<file path="config.mk">
export PLATFORM = sky130hd
export DESIGN_NAME = flashrom_wb_ctrl
export DESIGN_NICKNAME = d
export VERILOG_FILES = /design/src/rtl/flashrom_wb_pkg.sv /design/src/rtl/flashrom_byte_fetch.sv /design/src/rtl/flashrom_wb_ctrl.sv
export SDC_FILE = /design/constraint.sdc
export NUM_CORES = 1
export LEC_CHECK = 0
export CORE_UTILIZATION = 40
export CTS_BUF_LIST = sky130_fd_sc_hd__clkbuf_8
export DETAILED_ROUTE_END_ITERATION = 10
export PLACE_DENSITY = 0.78
export SETUP_SLACK_MARGIN = 0.15
export SLEW_MARGIN = 30
export SYNTH_ARGS = -nofsm -noshare
export SYNTH_HDL_FRONTEND = slang
export SYNTH_SLANG_ARGS = --single-unit
</file>
<file path="constraint.sdc">
create_clock -name wb_clk_i -period 2.13 [get_ports wb_clk_i]
set_clock_uncertainty 0.2 [all_clocks]
set_input_delay 0.426 -clock wb_clk_i [delete_from_list [all_inputs] [get_ports wb_clk_i]]
set_output_delay 0.426 -clock wb_clk_i [all_outputs]
set_load 0.01 [all_outputs]
</file>
<file path="src/rtl/flashrom_wb_pkg.sv">
// Shared types and widths for the flashROM Wishbone controller.
// The controller's state type and the bus/ROM widths used by the top and the fetch engine.
package flashrom_wb_pkg;

    localparam int ROM_AW         = 7;
    localparam int ROM_DW         = 8;
    localparam int WB_DW          = 32;
    localparam int BYTES_PER_WORD = 4;
    localparam int MAC_MAX_BYTES  = 6;

    typedef enum logic [2:0] {
        ST_BOOT,
        ST_IDLE,
        ST_RD,
        ST_ACK,
        ST_ERR
    } state_e;

endpackage : flashrom_wb_pkg

</file>
<file path="src/rtl/flashrom_byte_fetch.sv">
// Single-byte flashROM read sequencer: holds the ROM address for ROM_LAT
// cycles and flags the last of them, when rom_dout_i is valid.
module flashrom_byte_fetch
    import flashrom_wb_pkg::*;
#(
    parameter int                 ROM_LAT  = 2,
    parameter logic [ROM_AW-1:0]  RST_ADDR = '0
) (
    input  logic              clk_i,
    input  logic              rst_n_i,
    input  logic              start_i,
    input  logic [ROM_AW-1:0] addr_i,
    input  logic [ROM_DW-1:0] rom_dout_i,
    output logic [ROM_AW-1:0] rom_addr_o,
    output logic              byte_valid_o,
    output logic [ROM_DW-1:0] byte_data_o
);

    localparam logic [1:0] LAST_CNT = 2'(ROM_LAT - 1);

    logic [ROM_AW-1:0] addr_q, addr_d;
    logic [1:0]        cnt_q,  cnt_d;
    logic              active_q, active_d;

    assign rom_addr_o   = addr_q;
    assign byte_valid_o = active_q && (cnt_q == LAST_CNT);
    assign byte_data_o  = rom_dout_i;

    // A start on the capture cycle chains the next byte with no idle gap;
    // without one the engine parks, leaving the ROM address where it was.
    always_comb begin
        // NOTE: every combinational output gets a default first, so no path
        // leaves it unassigned and no latch is inferred.
        addr_d   = addr_q;
        cnt_d    = cnt_q;
        active_d = active_q;
        if (start_i) begin
            addr_d   = addr_i;
            cnt_d    = '0;
            active_d = 1'b1;
        end else if (byte_valid_o) begin
            cnt_d    = '0;
            active_d = 1'b0;
        end else if (active_q) begin
            cnt_d = cnt_q + 2'd1;
        end
    end

    // Comes out of reset already fetching the first boot byte at RST_ADDR.
    always_ff @(posedge clk_i or negedge rst_n_i) begin
        if (!rst_n_i) begin
            addr_q   <= RST_ADDR;
            cnt_q    <= '0;
            active_q <= 1'b1;
        end else begin
            // NOTE: sequential state uses non-blocking assignments only, so
            // every register samples the values from before this edge.
            addr_q   <= addr_d;
            cnt_q    <= cnt_d;
            active_q <= active_d;
        end
    end

endmodule : flashrom_byte_fetch

</file>
<file path="src/rtl/flashrom_wb_ctrl.sv">
// flashROM sequencer shared between the boot-time MAC loader and a
// read-only 32-bit Wishbone classic slave (big-endian word assembly).
module flashrom_wb_ctrl
    import flashrom_wb_pkg::*;
#(
    parameter int                ROM_LAT    = 2,
    parameter logic [ROM_AW-1:0] MAC_OFFSET = 7'h00,
    parameter int                MAC_BYTES  = 6
) (
    input  logic                 wb_clk_i,
    input  logic                 wb_rst_n_i,
    input  logic [31:0]          wb_adr_i,
    input  logic [WB_DW-1:0]     wb_dat_i,
    input  logic [3:0]           wb_sel_i,
    input  logic                 wb_we_i,
    input  logic                 wb_cyc_i,
    input  logic                 wb_stb_i,
    output logic [WB_DW-1:0]     wb_dat_o,
    output logic                 wb_ack_o,
    output logic                 wb_err_o,
    output logic [ROM_AW-1:0]    rom_addr_o,
    input  logic [ROM_DW-1:0]    rom_dout_i,
    output logic [47:0]          mac_addr_o,
    output logic                 boot_done_o
);

    localparam logic [2:0] MAC_LAST  = 3'(MAC_BYTES - 1);
    localparam logic [1:0] WORD_LAST = 2'(BYTES_PER_WORD - 1);

    state_e state_q, state_d;

    logic [2:0]                                idx_q,  idx_d;
    logic [4:0]                                base_q, base_d;
    logic [BYTES_PER_WORD-1:0][ROM_DW-1:0]     dat_q,  dat_d;
    logic [MAC_MAX_BYTES-1:0][ROM_DW-1:0]      mac_q,  mac_d;
    logic                                      done_q, done_d;

    logic              fetch_start;
    logic [ROM_AW-1:0] fetch_addr;
    logic              byte_valid;
    logic [ROM_DW-1:0] byte_data;

    logic rd_req, wr_req, boot_last, word_last;

    // Write data, byte selects and the address bits outside the ROM window
    // have no function in a read-only word port.
    logic unused_inputs;
    assign unused_inputs = ^{wb_dat_i, wb_sel_i, wb_adr_i[31:7], wb_adr_i[1:0]};

    assign rd_req    = wb_cyc_i && wb_stb_i && !wb_we_i;
    assign wr_req    = wb_cyc_i && wb_stb_i &&  wb_we_i;
    assign boot_last = (idx_q == MAC_LAST);
    assign word_last = (idx_q[1:0] == WORD_LAST);

    flashrom_byte_fetch #(
        .ROM_LAT  (ROM_LAT),
        .RST_ADDR (MAC_OFFSET)
    ) u_fetch (
        .clk_i        (wb_clk_i),
        .rst_n_i      (wb_rst_n_i),
        .start_i      (fetch_start),
        .addr_i       (fetch_addr),
        .rom_dout_i   (rom_dout_i),
        .rom_addr_o   (rom_addr_o),
        .byte_valid_o (byte_valid),
        .byte_data_o  (byte_data)
    );

    always_ff @(posedge wb_clk_i or negedge wb_rst_n_i) begin
        if (!wb_rst_n_i) begin
            state_q <= ST_BOOT;
        end else begin
            state_q <= state_d;
        end
    end

    always_comb begin
        state_d = state_q;
        case (state_q)
            ST_BOOT: if (byte_valid && boot_last) state_d = ST_IDLE;
            ST_IDLE: begin
                if (wr_req)      state_d = ST_ERR;
                else if (rd_req) state_d = ST_RD;
            end
            ST_RD: begin
                if (!wb_cyc_i)                    state_d = ST_IDLE;
                else if (byte_valid && word_last) state_d = ST_ACK;
            end
            ST_ACK:  state_d = ST_IDLE;
            ST_ERR:  state_d = ST_IDLE;
            default: state_d = ST_BOOT;
        endcase
    end

    // Fetch requests: the first byte of a word is launched from IDLE, every
    // following byte is chained on the previous byte's capture cycle.
    always_comb begin
        wb_ack_o    = (state_q == ST_ACK);
        wb_err_o    = (state_q == ST_ERR);
        fetch_start = 1'b0;
        fetch_addr  = rom_addr_o;
        case (state_q)
            ST_BOOT: begin
                if (byte_valid && !boot_last) begin
                    fetch_start = 1'b1;
                    fetch_addr  = MAC_OFFSET + ROM_AW'(idx_q) + 7'd1;
                end
            end
            ST_IDLE: begin
                if (rd_req) begin
                    fetch_start = 1'b1;
                    fetch_addr  = {wb_adr_i[6:2], 2'b00};
                end
            end
            ST_RD: begin
                if (wb_cyc_i && byte_valid && !word_last) begin
                    fetch_start = 1'b1;
                    fetch_addr  = {base_q, idx_q[1:0] + 2'd1};
                end
            end
            default: ;
        endcase
    end

    // Byte placement: MAC byte i lands in the i-th most significant byte,
    // word byte k likewise (big-endian).
    always_comb begin
        idx_d  = idx_q;
        base_d = base_q;
        dat_d  = dat_q;
        mac_d  = mac_q;
        done_d = done_q;
        case (state_q)
            ST_BOOT: begin
                if (byte_valid) begin
                    mac_d[3'(MAC_MAX_BYTES - 1) - idx_q] = byte_data;
                    if (boot_last) begin
                        idx_d  = '0;
                        done_d = 1'b1;
                    end else begin
                        idx_d = idx_q + 3'd1;
                    end
                end
            end
            ST_IDLE: begin
                if (rd_req) begin
                    base_d = wb_adr_i[6:2];
                    idx_d  = '0;
                end
            end
            ST_RD: begin
                if (wb_cyc_i && byte_valid) begin
                    dat_d[WORD_LAST - idx_q[1:0]] = byte_data;
                    idx_d = word_last ? 3'd0 : idx_q + 3'd1;
                end
            end
            default: ;
        endcase
    end

    always_ff @(posedge wb_clk_i or negedge wb_rst_n_i) begin
        if (!wb_rst_n_i) begin
            idx_q  <= '0;
            base_q <= '0;
            dat_q  <= '0;
            mac_q  <= '0;
            done_q <= 1'b0;
        end else begin
            idx_q  <= idx_d;
            base_q <= base_d;
            dat_q  <= dat_d;
            mac_q  <= mac_d;
            done_q <= done_d;
        end
    end

    assign wb_dat_o    = dat_q;
    assign mac_addr_o  = mac_q;
    assign boot_done_o = done_q;

endmodule : flashrom_wb_ctrl

</file>
; ---- Yosys cells after proc, flatten, opt, wreduce, memory -nomap -nowiden
; Cells that the tools add are included.
; W data, S select, Z words.
[totals]
ff_bits = 102
word_cells = 99
output_inout_bits = 90
[op_classes]
n_eq_ne = 15
reduce_logical = 26
order_cmp = 4
muxes = 31
addsub = 6
[op_table]
columns = op, n
row1 = $bwmux W48, 1
row2 = $bwmux W32, 1
row3 = $mux W3, 10
row4 = $demux W8 S3, 1
row5 = $mux W7, 3
row6 = $pmux W7 S3, 1
row7 = $demux W8 S2, 1
row8 = $mux W8, 2
row9 = $ne A2 B2 Y1 const B, 6
row10 = $pmux W3 S4, 1
row11 = $logic_and A1 B1 Y1, 11
row12 = $pmux W3 S3, 1
row13 = $eq A3 B2 Y1 const B, 2
row14 = $eq A3 B3 Y1 const B, 2
row15 = $mux W2, 3
row16 = $ne A3 B3 Y1 const B, 2
row17 = $reduce_and A2 Y1, 3
row18 = $reduce_and A3 Y1, 2
row19 = $reduce_bool A3 Y1, 2
row20 = $mux W1, 5
row21 = $reduce_and A5 Y1, 1
row22 = $add A2 B1 Y2 const B, 2
row23 = $add A3 B1 Y4 const B, 1
row24 = $lt A3 B4 Y1 const B, 1
row25 = 15 further kinds, 17

; ---- Depth between registers and ports, before layout
; Gate-level depths: netlist of run 1.
[depth]
word_depth = 7
mapped_depth = 7
depth_no_buf = 6

; ---- By module
; A second synthesis of run 1 with hierarchy kept.
[hier_totals]
cells_unflattened = 303
area_unflattened_um2 = 4367.9
[by_module_without_submodules]
columns = mod, area_each_um2, n_inst, cells_each
row1 = flashrom_wb_ctrl, 3895.0, 1, 270
row2 = flashrom_byte_fetch, 473.0, 1, 33

; ---- Worst setup path before layout of run 1
; OpenSTA, ideal clock, no wires.
[synth_timing]
path_type = flip-flop to flip-flop
startpoint = register state_q[1]
endpoint = register mac_q (netlist bit mac_addr_o[24])
setup_time_ns = 0.125
required_time_ns = 1.805
n_path_buf = 2
synth_period_minus_slack_ns = 2.270
setup_slack_ns = -0.140
path_stages_with_launch = 7
arrival_ns = 1.945
cell_sequence = dfrtp_1 buf_6 or3_4 or3_1 buf_4 nor3_4 mux2_2
[synth_via]
elab_chain_cells = 2
[synth_rtl]
columns = item, line_no
row1 = start: declaration, flashrom_wb_ctrl.sv:30  ; state_e state_q, state_d;
row2 = start signal: assignment, flashrom_wb_ctrl.sv:73  ; state_q <= state_d;
row3 = $logic_not A3 Y1, flashrom_wb_ctrl.sv:133  ; case (state_q)
row4 = $reduce_and A2 Y1 (no source line), -
row5 = end signal: assignment, flashrom_wb_ctrl.sv:172  ; mac_q <= mac_d;
row6 = end: declaration, flashrom_wb_ctrl.sv:35  ; logic [MAC_MAX_BYTES-1:0][ROM_DW-1:0] mac_q, mac_d;
; Every way passes these cells.
; A chain may end at the register's enable or synchronous reset.

; ---- Final worst setup path of run 1
[layout_timing]
startpoint = register state_q[2]
endpoint = register mac_q (netlist bit mac_addr_o[32])
; Same word-level chain as after synthesis.

==> impl_results.rst, run 1 <==
.. list-table::
   :header-rows: 1

   * - Metric
     - Value
   * - Result of the run
     - finished with violations
   * - Failing checks
     - setup timing
   * - Critical path class
     - flop to flop
   * - Combined global-route utilization of all metal layers
     - 19.79%
   * - Delay of the slowest cell on the worst path
     - between 0.4 and 0.5 ns
   * - Hold Path Class
     - input port to async pin
   * - Detailed-route wire length per cell
     - 18.19 µm
   * - Post-layout instance count excluding filler cells
     - 556
   * - Detail Placement HPWL
     - 6854 µm
   * - Dominant synthesized flop cell
     - dfrtp_1
   * - Register clock-pin slew on the reported worst setup and hold paths
     - around 0.10 ns
   * - Port buffer count
     - 107
   * - Minimum clock period
     - 2.178 ns
   * - Chip height
     - between 100 and 150 µm
   * - Final GP Congestion
     - slightly above 0.8
   * - Remaining global-route overflow
     - 0
   * - Starting utilization of the core area
     - 40.98%
   * - Area used by multi-input combinational logic
     - about 1800 µm²
   * - Buffering stage count on the worst path with inverters included
     - 1
   * - Fmax
     - 459.2 MHz
   * - Number of placement rows
     - 37
   * - Total standard cell area after synthesis
     - about 4200 µm²
   * - Cell area after layout
     - a little over 6000 µm²
   * - Family with the most delay on the worst path
     - simple AND/OR/NAND/NOR gates
   * - Die X
     - 104.4 µm
   * - Required time of the worst setup path
     - ~2.2 ns
   * - Vias in the first global route
     - 3120
   * - Met2 wire length
     - 5089 µm
   * - Crit path setup slack, layout
     - -0.04765 ns
   * - Area growth, synth to finish
     - 45.84%
   * - Max-capacitance violation count
     - 0
   * - Share of post-route cells with drive strength above 1
     - 37.38%
   * - Placed cells
     - 538
   * - Transition time at the pin with the least slew margin
     - between 0.5 and 0.6 ns
   * - Number of distinct library cell variants in the gate-level netlist after synthesis
     - 43
   * - Clock Latency Late Sink
     - 0.35 ns
   * - Cells taking the most area after synthesis
     - dfrtp_1 (60%), mux2_2 (24%), ha_1 (1.5%)
   * - TritonCTS clock tree
     - built
   * - Buffer depth of the longest clock path
     - 2
   * - Number of H-tree branching levels
     - 3
   * - Pin count of the biggest net entering global routing
     - between 50 and 60
   * - Synth Area per Inst
     - 14.82 µm²
   * - Relative slew slack
     - 66.07%
   * - Sequential cell area
     - 2554 µm²
   * - Total CTS buffers
     - 9
   * - Number of synthesized flops with an enable pin
     - 0
   * - First-pass GRT wire length
     - around 17000 µm
   * - Leak pwr
     - between 2 and 3 nW
   * - Initial drt markers
     - 137
   * - Die ar.
     - ~11000 µm²
   * - Maximum fanout along the worst path
     - 8
   * - Cells traversed along the worst timing path
     - or3_4, or3_4, nor3_4, buf_12, mux2_2
   * - Post-synth top area cell
     - dfrtp_1
   * - Portion of the post-synthesis area used by sequential elements
     - 60.91%
   * - Routed metal-1 wire length
     - about 4300 µm
   * - Final net count
     - 502
   * - Floorplan core area
     - 10230 µm²
   * - Count of final setup violators
     - 19
   * - Total of warnings raised by yosys
     - 0
   * - Antenna cell count
     - 0
   * - Setup repair after global routing missed its margin
     - true
   * - Slowest stage cell on the critical path
     - or3_4
   * - Via count normalized by instance count
     - 5.023
   * - Post-route clock period utilization
     - 102.2%
   * - Number of ports placed on the die boundary
     - 171
   * - Crit path depth
     - 5
   * - Net count of the mapped netlist
     - 369
   * - Post-detailed-routing wire length
     - 10110 µm
   * - Syn Inst Count
     - 283
   * - Max-slew violation total from the final report
     - 0
   * - Number of search-and-repair iterations in the first detailed-routing pass
     - 4
   * - Sinks on the clock net
     - approximately 100
   * - Cell at the root of the clock tree
     - clkbuf_8
   * - Number of design rule violations left after detail routing
     - 0
   * - Cell repeated most along the worst path
     - or3_4
   * - Number of hold violations in the final report
     - 0
   * - Asr flop ratio synth
     - 100.0%
   * - Logic depth of the worst register-to-register path
     - 5
   * - Portion of synthesized cell area occupied by the leading cell type
     - roughly three fifths
   * - Detail Route Antenna Nets
     - 0
   * - Placed instance area
     - 5677 µm²
   * - Highest metal layer used by the detailed router
     - met4
   * - Max IR drop VDD
     - between 0.7 and 0.8 mV
   * - Synth Register Bits
     - 102
   * - Vias after detailed routing
     - roughly 2800
   * - Routed length on met3
     - between 500 and 600 µm
   * - Initial antenna violation count
     - 0
   * - Fillers
     - 793
   * - Critical path launch point type
     - flop
   * - Element type at the critical path end
     - flop
   * - Signal arrival time at the worst endpoint
     - 2.21 ns
   * - Pwr Density
     - 1280 nW/µm²
-- placed cells by master, fill, tap and decap left out, types with 3 or more instances in the layout --
cell type          n
buf_12             6
or3_4              3
dfrtp_1          101
bufinv_16          3
nor3_4             3
a22o_1             4
nor2_1             3
mux2_2            58
nor2b_1            3
mux2_4            34
clkbuf_8           9
nand2_1           10
clkdlybuf4s50_1  103
buf_4             23
ha_1               4
inv_1              5
-- sequential cells by signal, summed over array words and instances (netlist names) --
register            cells
u_fetch.active_q        1
idx_q                   3
u_fetch.rom_addr_o      7
u_fetch.cnt_q           2
base_q                  5
state_q                 3
wb_dat_o               32
boot_done_o             1
mac_addr_o             48
-- cells by family (layout without fill, tap and decap cells) --
| family | after synthesis | count (layout) | share of synthesized area, % |
|---|---|---|---|
| xor+xnor | 1 | 1 | 0.2089 |
| fa+ha+maj | 5 | 5 | 1.492 |
| flops | 102 | 102 | 60.91 |
| compound gates | 15 | 16 | 2.835 |
| mux | 93 | 93 | 24.95 |
| buf+inv | 21 | 157 | 2.208 |
| simple gates | 46 | 46 | 7.402 |
-- final cells by class --
class                           count  area share, %
Inverter                            4         0.2455
Clock buffer                        9          2.026
Multi-Input combinational cell    161          28.71
Sequential cell                   102          41.76
Clock inverter                      6          1.821
Timing Repair Buffer              138          22.65
Tap cell                          136          2.783
-- path summary, 6_finish.rpt --
check,slack [ns],startpoint,to
setup / recovery,-0.05,state_q[2]$_DFFE_PN0P_,mac_addr_o[32]$_DFFE_PN0P_
hold / removal,0.30,wb_rst_n_i,u_fetch.rom_addr_o[6]$_DFFE_PN0P_
setup reg to reg,-0.05,state_q[2]$_DFFE_PN0P_,mac_addr_o[32]$_DFFE_PN0P_
hold reg to reg,0.30,boot_done_o$_DFFE_PN0P_,boot_done_o$_DFFE_PN0P_
max in group asynchronous,0.75,wb_rst_n_i,mac_addr_o[30]$_DFFE_PN0P_
min in group wb_clk_i,0.30,boot_done_o$_DFFE_PN0P_,boot_done_o$_DFFE_PN0P_
-- repair_timing --
item | in CTS | in global routing
endpoints found under the setup margin | 43 | 83
endpoints found under the hold margin | 17 | 0
setup buffers | 0 | 1
gates cloned | 1 | 0
hold buffers | 1 | 0
gates resized for setup | 37 | 12
pin swaps | 1 | 1
-- metrics by stage --
stage / total power (W) / hold slack, ns / setup slack, ns / utilization [%] / setup TNS, ns
floorplan: 0.004477 / -0.06959 / -0.1318 / - / -3.619
global placement: 0.006038 / 0.1234 / -0.1852 / 55.48 / -8.602
detailed placement: 0.006158 / 0.1276 / -0.2480 / 55.48 / -11.53
CTS: 0.007858 / 0.2733 / -0.05214 / 59.31 / -0.5225
global route: 0.008258 / 0.2965 / -0.09914 / 59.77 / -1.649
finish: 0.007829 / 0.2961 / -0.04765 / 59.77 / -0.3250
-- cells in the mapped netlist (3+ instances only) --
| cell | instances |
|---|---|
| or3_1 | 3 |
| nor3_4 | 3 |
| a22o_1 | 4 |
| nand2_1 | 10 |
| clkbuf_1 | 5 |
| inv_1 | 4 |
| nor2_1 | 5 |
| buf_1 | 8 |
| dfrtp_1 | 101 |
| nor2b_1 | 3 |
| mux2_2 | 90 |
| ha_1 | 5 |
| nor3b_1 | 4 |
-- report_power, final --
part           switching (W)  internal, W
combinational        0.00131      0.00210
sequential          0.000375      0.00262
clock               0.000647     0.000777
-- layer usage --
layer	track usage, %	vias up
li1	-	1276
met1	24.72	1424
met2	32.97	79
met3	6.140	14
met4	5.612	0
met5	0	-
No activity file was read; power rests on OpenSTA's default activity.
==> run 2: changes to the inputs <==
--- a/config.mk
+++ b/config.mk
@@ -5,6 +5,8 @@
 export SDC_FILE = /design/constraint.sdc
 export NUM_CORES = 1
 export LEC_CHECK = 0
+export ABC_AREA = 0
+export CORE_MARGIN = 2
 export CORE_UTILIZATION = 40
 export CTS_BUF_LIST = sky130_fd_sc_hd__clkbuf_8
 export DETAILED_ROUTE_END_ITERATION = 10
==> run 2 against run 1 <==
Compared with the run above:
- the flow still finishes with violations (setup timing)
- first-iteration DRC count shrank 30%
- global-route usage shrank 1.2 points
- register-to-register slack gained 0.02 ns
- critical path depth is the same
- via count grew 0.72%
- sequential share of layout area grew 0.18 points
==> impl_results.rst, run 2 (synthesis results as in run 1) <==
.. list-table::
   :header-rows: 1

   * - Metric
     - Value
   * - Maximum fanout along the worst path
     - 8 (unchanged)
   * - Via count normalized by instance count
     - 5.068 (+0.90%)
   * - Most frequent standard cell in the layout excluding fill and tap cells
     - clkdlybuf4s50_1
   * - Placed cells
     - 536 (-0.37%)
   * - Vias after detailed routing
     - 2813 (+0.72%)
   * - Pwr Density
     - 1248 nW/µm² (-2.5%)
   * - Buffer depth of the longest clock path
     - 2 (unchanged)
   * - Setup repair after global routing missed its margin
     - true
   * - Delay of the slowest cell on the worst path
     - 0.41 ns (about the same)
   * - Reg2reg start
     - state_q[2]$_DFFE_PN0P_
   * - Hold Crit Depth
     - 1
   * - First-pass GRT wire length
     - 16150 µm (-3.3%)
   * - Number of placement rows
     - 37 (unchanged)
   * - Chip height
     - 106.4 µm (+1.9%)
   * - Number of hold violations in the final report
     - 0 (unchanged)
   * - Total CTS buffers
     - 9 (unchanged)
   * - Area growth, synth to finish
     - 45.21%
   * - Final GP Congestion
     - 0.8315 (+0.30%)
   * - Required time of the worst setup path
     - 2.16 ns (about the same)
   * - Clock Latency Late Sink
     - 0.35 ns (about the same)
   * - Post-layout instance count excluding filler cells
     - 555 (-0.18%)
   * - Final net count
     - 500 (-0.40%)
   * - R2r endpoint
     - mac_addr_o[35]$_DFFE_PN0P_
   * - Failing checks
     - setup timing
   * - Logic depth of the worst register-to-register path
     - 5 (unchanged)
   * - Die X
     - 106.4 µm (+1.9%)
   * - Hold-critical path endpoint
     - boot_done_o$_DFFE_PN0P_
   * - Number of search-and-repair iterations in the first detailed-routing pass
     - 4 (unchanged)
   * - Signal arrival time at the worst endpoint
     - 2.19 ns (-0.02 ns)
   * - Relative slew slack
     - 68.07% (+2.0 points)
   * - Max IR drop VDD
     - 0.6097 mV (-15%)
   * - Post-detailed-routing wire length
     - 10240 µm (+1.3%)
   * - Fmax
     - 462.7 MHz (+0.76%)
   * - Result of the run
     - finished with violations
   * - Cell repeated most along the worst path
     - or3_4
   * - Post-route clock period utilization
     - 101.5% (-0.77 points)
   * - Hold Path Class
     - flop to flop
   * - Minimum clock period
     - 2.161 ns (-0.01639 ns)
   * - Number of design rule violations left after detail routing
     - 0 (unchanged)
   * - Number of H-tree branching levels
     - 3 (unchanged)
   * - Starting utilization of the core area
     - 40.98% (unchanged)
   * - Fillers
     - 805 (+1.5%)
   * - Number of ports placed on the die boundary
     - 171 (unchanged)
   * - Slowest stage cell on the critical path
     - or3_4
   * - Register clock-pin slew on the reported worst setup and hold paths
     - 0.10 ns (about the same)
   * - Cells traversed along the worst timing path
     - or3_4, or3_4, nor3_4, buf_12, mux2_4
   * - Post-Route Setup TNS
     - -0.1753 ns (+0.1497 ns)
   * - Die ar.
     - 11320 µm² (+3.9%)
   * - Max-capacitance violation count
     - 0 (unchanged)
   * - Initial drt markers
     - 96 (-30%)
   * - Post-route worst hold slack
     - 0.2766 ns (-0.01944 ns)
   * - Initial antenna violation count
     - 0 (unchanged)
   * - Critical path launch point type
     - flop
   * - Reg2reg setup slack
     - -0.03 ns (+0.02 ns)
   * - Leak pwr
     - 2.748 nW (-1.1%)
   * - Worst slack at placement
     - -0.2985 ns (-0.05052 ns)
   * - Crit path setup slack, layout
     - -0.03126 ns (+0.01639 ns)
   * - Share of post-route cells with drive strength above 1
     - 37.47% (+0.089 points)
   * - Floorplan core area
     - 10230 µm² (unchanged)
   * - TritonCTS clock tree
     - built
   * - Commonest cells after routing, fill and taps aside
     - clkdlybuf4s50_1 (103), dfrtp_1 (101), mux2_2 (55)
   * - Launching instance or port of the critical path
     - state_q[2]$_DFFE_PN0P_
   * - Count of final setup violators
     - 16 (-3)
   * - Pin count of the biggest net entering global routing
     - 38 (-32%)
   * - Vias in the first global route
     - 2967 (-4.9%)
   * - Remaining global-route overflow
     - 0 (unchanged)
   * - Max reg flops
     - 48 (unchanged)
   * - Port buffer count
     - 107 (unchanged)
   * - Critical path class
     - flop to flop
   * - Element type at the critical path end
     - flop
   * - Cell at the root of the clock tree
     - clkbuf_8
   * - Min-Delay Startpoint
     - boot_done_o$_DFFE_PN0P_
   * - Transition time at the pin with the least slew margin
     - 0.4775 ns (-0.02985 ns)
   * - Detailed-route wire length per cell
     - 18.45 µm (+1.5%)
   * - Combined global-route utilization of all metal layers
     - 18.54% (-1.2 points)
   * - Sinks on the clock net
     - 102 (unchanged)
   * - Detail Placement HPWL
     - 7044 µm (+2.8%)
   * - Max-slew violation total from the final report
     - 0 (unchanged)
   * - Detail Route Antenna Nets
     - 0 (unchanged)
   * - Antenna cell count
     - 0 (unchanged)
-- run 2: changes by cell type in the layout (fill, tap and decap cells not counted), moves of 2 or more --
cell / change
clkinvlp_4: +2
buf_4: -5
bufinv_16: -3
mux2_4: +3
nor2_4: +2
mux2_2: -3
nor2_2: -2
-- run 2: worst max path at each step --
stage,end,slack [ns],cells past startpoint
after CTS,mac_addr_o[34]$_DFFE_PN0P_,-0.04,5
after floorplan,mac_addr_o[24]$_DFFE_PN0P_,-0.13,6
after detailed placement,u_fetch.rom_addr_o[2]$_DFFE_PN0P_,-0.30,5
after global placement,u_fetch.rom_addr_o[6]$_DFFE_PN0P_,-0.26,5
after global routing,mac_addr_o[27]$_DFFE_PN0P_,-0.08,5
final,mac_addr_o[35]$_DFFE_PN0P_,-0.03,5
-- run 2: power by group --
part | switching [W] | internal [W] | total (W) | leakage, nW
Sequential | 0.000409 | 0.00262 | 0.00303 | 1.31
Combinational | 0.00132 | 0.00213 | 0.00344 | 1.35
Clock | 0.000685 | 0.000440 | 0.00113 | 0.0877
Total | 0.00241 | 0.00519 | 0.00760 | 2.75
-- run 2: per-stage QoR --
stage | cell area [µm²] | util, % | total power, W
4_1_cts | 6021 | 58.85 | 0.007571
6_report | 6088 | 59.51 | 0.007598
3_3_place_gp | 5674 | 55.46 | 0.006053
5_1_grt | 6088 | 59.51 | 0.008027
3_5_place_dp | 5674 | 55.46 | 0.006170
2_1_floorplan | 4237 | - | 0.004477
-- run 2: area by class of cell --
type	count	area [µm²]	share of cell area, %
Clock buffer	9	123.9	2.035
Clock inverter	7	57.56	0.9453
Inverter	4	15.01	0.2466
Multi-Input combinational cell	161	1784	29.31
Sequential cell	102	2554	41.94
Tap cell	136	170.2	2.795
Timing Repair Buffer	136	1384	22.73
-- run 2: routing by layer --
metal | track usage, % | up-vias | wire length (µm)
met2 | 30.91 | 76 | 5243
li1 | - | 1274 | -
met3 | 5.028 | 7 | 566
met1 | 23.99 | 1456 | 4365
met5 | 0 | - | 0
met4 | 4.699 | 0 | 66
-- run 2: worst max-delay path, delay by kind of cell (launching register included) --
kind          cells  cell delay [ns]
mux               1             0.31
buf+inv           1             0.17
flops             1             0.39
simple gates      3             0.98
-- run 2: repair_timing --
action	in CTS	in global routing
setup endpoints to repair	50	58
gates resized for setup	42	17
hold buffers	1	0
endpoints found under the hold margin	30	0
gates cloned	1	0
pin swaps	0	2
setup buffers	0	1
==> run 3: changes to the inputs <==
--- a/config.mk
+++ b/config.mk
@@ -10,6 +10,7 @@
 export CORE_UTILIZATION = 40
 export CTS_BUF_LIST = sky130_fd_sc_hd__clkbuf_8
 export DETAILED_ROUTE_END_ITERATION = 10
+export GPL_TIMING_DRIVEN = 0
 export PLACE_DENSITY = 0.78
 export SETUP_SLACK_MARGIN = 0.15
 export SLEW_MARGIN = 30
==> run 3 against run 2 <==
Compared with the run above:
- the run still ends with setup timing left
- first-iteration DRC count up 8.3%
- maximum frequency down 5.4%
- utilization down 1.2 points
- sequential power about the same
- hold slack about the same
- combinational power down 1%
- critical endpoint is now mac_addr_o[32]$_DFFE_PN0P_
==> impl_results.rst, run 3 (synthesis results as in run 1) <==
.. list-table::
   :header-rows: 1

   * - Metric
     - Value
   * - Transition time at the pin with the least slew margin
     - 0.6082 ns (+0.1307 ns)
   * - Floorplan core area
     - 10230 µm² (unchanged)
   * - Number of design rule violations left after detail routing
     - 0 (unchanged)
   * - Detailed-route wire length per cell
     - 18.11 µm (-1.9%)
   * - Setup repair after global routing missed its margin
     - true
   * - Failing checks
     - setup timing
   * - Signal arrival time at the worst endpoint
     - 2.32 ns (+0.13 ns)
   * - Vias in the first global route
     - 3001 (+1.1%)
   * - Hold Path Class
     - flop to flop
   * - Pin count of the biggest net entering global routing
     - 66 (+74%)
   * - Result of the run
     - finished with violations
   * - Starting utilization of the core area
     - 40.98% (unchanged)
   * - TritonCTS clock tree
     - built
   * - Buffer depth of the longest clock path
     - 2 (unchanged)
   * - Sinks on the clock net
     - 102 (unchanged)
   * - Minimum clock period
     - 2.286 ns (+0.1243 ns)
   * - Number of search-and-repair iterations in the first detailed-routing pass
     - 4 (unchanged)
   * - Detail Route Antenna Nets
     - 0 (unchanged)
   * - Final GP Congestion
     - 0.8093 (-2.7%)
   * - Leak pwr
     - 2.781 nW (+1.2%)
   * - Area growth, synth to finish
     - 42.35%
   * - Initial antenna violation count
     - 0 (unchanged)
   * - Fmax
     - 437.5 MHz (-5.4%)
   * - Commonest cells after routing, fill and taps aside
     - dfrtp_1 (100), clkdlybuf4s50_1 (94), mux2_2 (60)
   * - Vias after detailed routing
     - 2785 (-1.0%)
   * - Clock Latency Late Sink
     - 0.36 ns (about the same)
   * - Reg2reg start
     - state_q[1]$_DFFE_PN0P_
   * - Most frequent standard cell in the layout excluding fill and tap cells
     - dfrtp_1
   * - Die ar.
     - 11320 µm² (unchanged)
   * - Post-detailed-routing wire length
     - 9958 µm (-2.8%)
   * - Number of ports placed on the die boundary
     - 171 (unchanged)
   * - Placed instance area
     - 5426 µm² (-4.4%)
   * - Cell area after layout
     - 5968 µm² (-2.0%)
   * - Critical path class
     - flop to flop
   * - Share of post-route cells with drive strength above 1
     - 37.20% (-0.27 points)
   * - Pwr Density
     - 1267 nW/µm² (+1.5%)
   * - Relative slew slack
     - 59.45% (-8.6 points)
   * - Required time of the worst setup path
     - 2.17 ns (about the same)
   * - Layout Utilization
     - 58.33% (-1.2 points)
   * - Number of H-tree branching levels
     - 3 (unchanged)
   * - Detail Placement HPWL
     - 6662 µm (-5.4%)
   * - Crit path setup slack, layout
     - -0.1555 ns (-0.1243 ns)
   * - Cell at the root of the clock tree
     - clkbuf_8
   * - Number of placement rows
     - 37 (unchanged)
   * - Maximum fanout along the worst path
     - 8 (unchanged)
   * - Chip height
     - 106.4 µm (unchanged)
   * - Combined global-route utilization of all metal layers
     - 18.75% (+0.21 points)
   * - Number of hold violations in the final report
     - 0 (unchanged)
   * - Final net count
     - 495 (-1.0%)
   * - Antenna cell count
     - 0 (unchanged)
   * - Total CTS buffers
     - 9 (unchanged)
   * - Remaining global-route overflow
     - 0 (unchanged)
   * - Count of final setup violators
     - 41 (+25)
   * - Port buffer count
     - 99 (-7.5%)
   * - Launching instance or port of the critical path
     - state_q[1]$_DFFE_PN0P_
   * - Max reg flops
     - 48 (unchanged)
   * - Post-route clock period utilization
     - 107.3% (+5.8 points)
   * - Min-Delay Startpoint
     - boot_done_o$_DFFE_PN0P_
   * - Via count normalized by instance count
     - 5.064 (about the same)
   * - Die X
     - 106.4 µm (unchanged)
   * - Max-capacitance violation count
     - 0 (unchanged)
   * - Critical path launch point type
     - flop
   * - Initial drt markers
     - 104 (+8.3%)
   * - Register clock-pin slew on the reported worst setup and hold paths
     - 0.09 ns (about the same)
   * - Max IR drop VDD
     - 0.7697 mV (+26%)
   * - Element type at the critical path end
     - flop
   * - Max-slew violation total from the final report
     - 0 (unchanged)
   * - First-pass GRT wire length
     - 16310 µm (+0.98%)
   * - Final total power
     - 0.007563 W (-0.46%)
[run 3: what timing repair did]
action | CTS | global route
hold buffers | 1 | 0
endpoints found under the hold margin | 37 | 0
gates resized for setup | 48 | 20
pin swaps | 6 | 5
setup endpoints to repair | 94 | 97
buffers inserted | 12 | 2
[run 3: layer usage]
metal	routed length, µm	global-route usage [%]	vias to the layer above	share of wire (%)
li1	-	-	1261	-
met3	563	5.089	14	5.7
met5	0	0	-	0
met2	4815	29.76	77	48
met4	150	5.357	0	1.5
met1	4428	25.32	1433	44
[run 3: layout make-up]
| cell class | count | area, µm² |
|---|---|---|
| Clock buffer | 9 | 123.9 |
| Sequential cell | 102 | 2555 |
| Tap cell | 136 | 170.2 |
| Fill cell | 819 | 4263 |
| Multi-Input combinational cell | 160 | 1747 |
| Buffer | 17 | 106.4 |
| Timing Repair Buffer | 115 | 1191 |
| Inverter | 4 | 15.01 |
| Clock inverter | 7 | 60.06 |
[run 3: worst paths after layout]
path,to,slack [ns],cells past startpoint
hold / removal,boot_done_o$_DFFE_PN0P_,0.28,1
min in group asynchronous,u_fetch.rom_addr_o[6]$_DFFE_PN0P_,0.33,2
setup reg to reg,mac_addr_o[32]$_DFFE_PN0P_,-0.16,7
max in group asynchronous,u_fetch.active_q$_DFFE_PN1P_,0.75,3
hold reg to reg,boot_done_o$_DFFE_PN0P_,0.28,1
setup / recovery,mac_addr_o[32]$_DFFE_PN0P_,-0.16,7
[run 3: metrics by stage]
step | TNS [ns] | hold WS [ns] | std cells | worst slack (ns)
after floorplan | -3.619 | -0.06959 | 283 | -0.1318
after global placement | -362.57 | 0.2508 | 518 | -3.322
after detailed placement | -27.28 | 0.1504 | 519 | -0.4890
after CTS | -6.678 | 0.2806 | 548 | -0.2253
after global routing | -7.020 | 0.2958 | 550 | -0.2034
final | -4.764 | 0.2766 | 550 | -0.1555
[run 3: power by group]
group          switching (W)  internal, W  leakage, nW  total, W
Clock               0.000625     0.000529        0.101   0.00115
Sequential          0.000389      0.00262         1.31   0.00301
Combinational        0.00131      0.00208         1.37   0.00340
Total                0.00233      0.00523         2.78   0.00756
[run 3: critical path, cell delays in order, from the launching register on]
cell,delay (ns)
dfrtp_1,0.38
buf_6,0.12
or3_4,0.33
or3_4,0.34
buf_6,0.15
nor3_4,0.16
buf_12,0.18
mux2_4,0.31
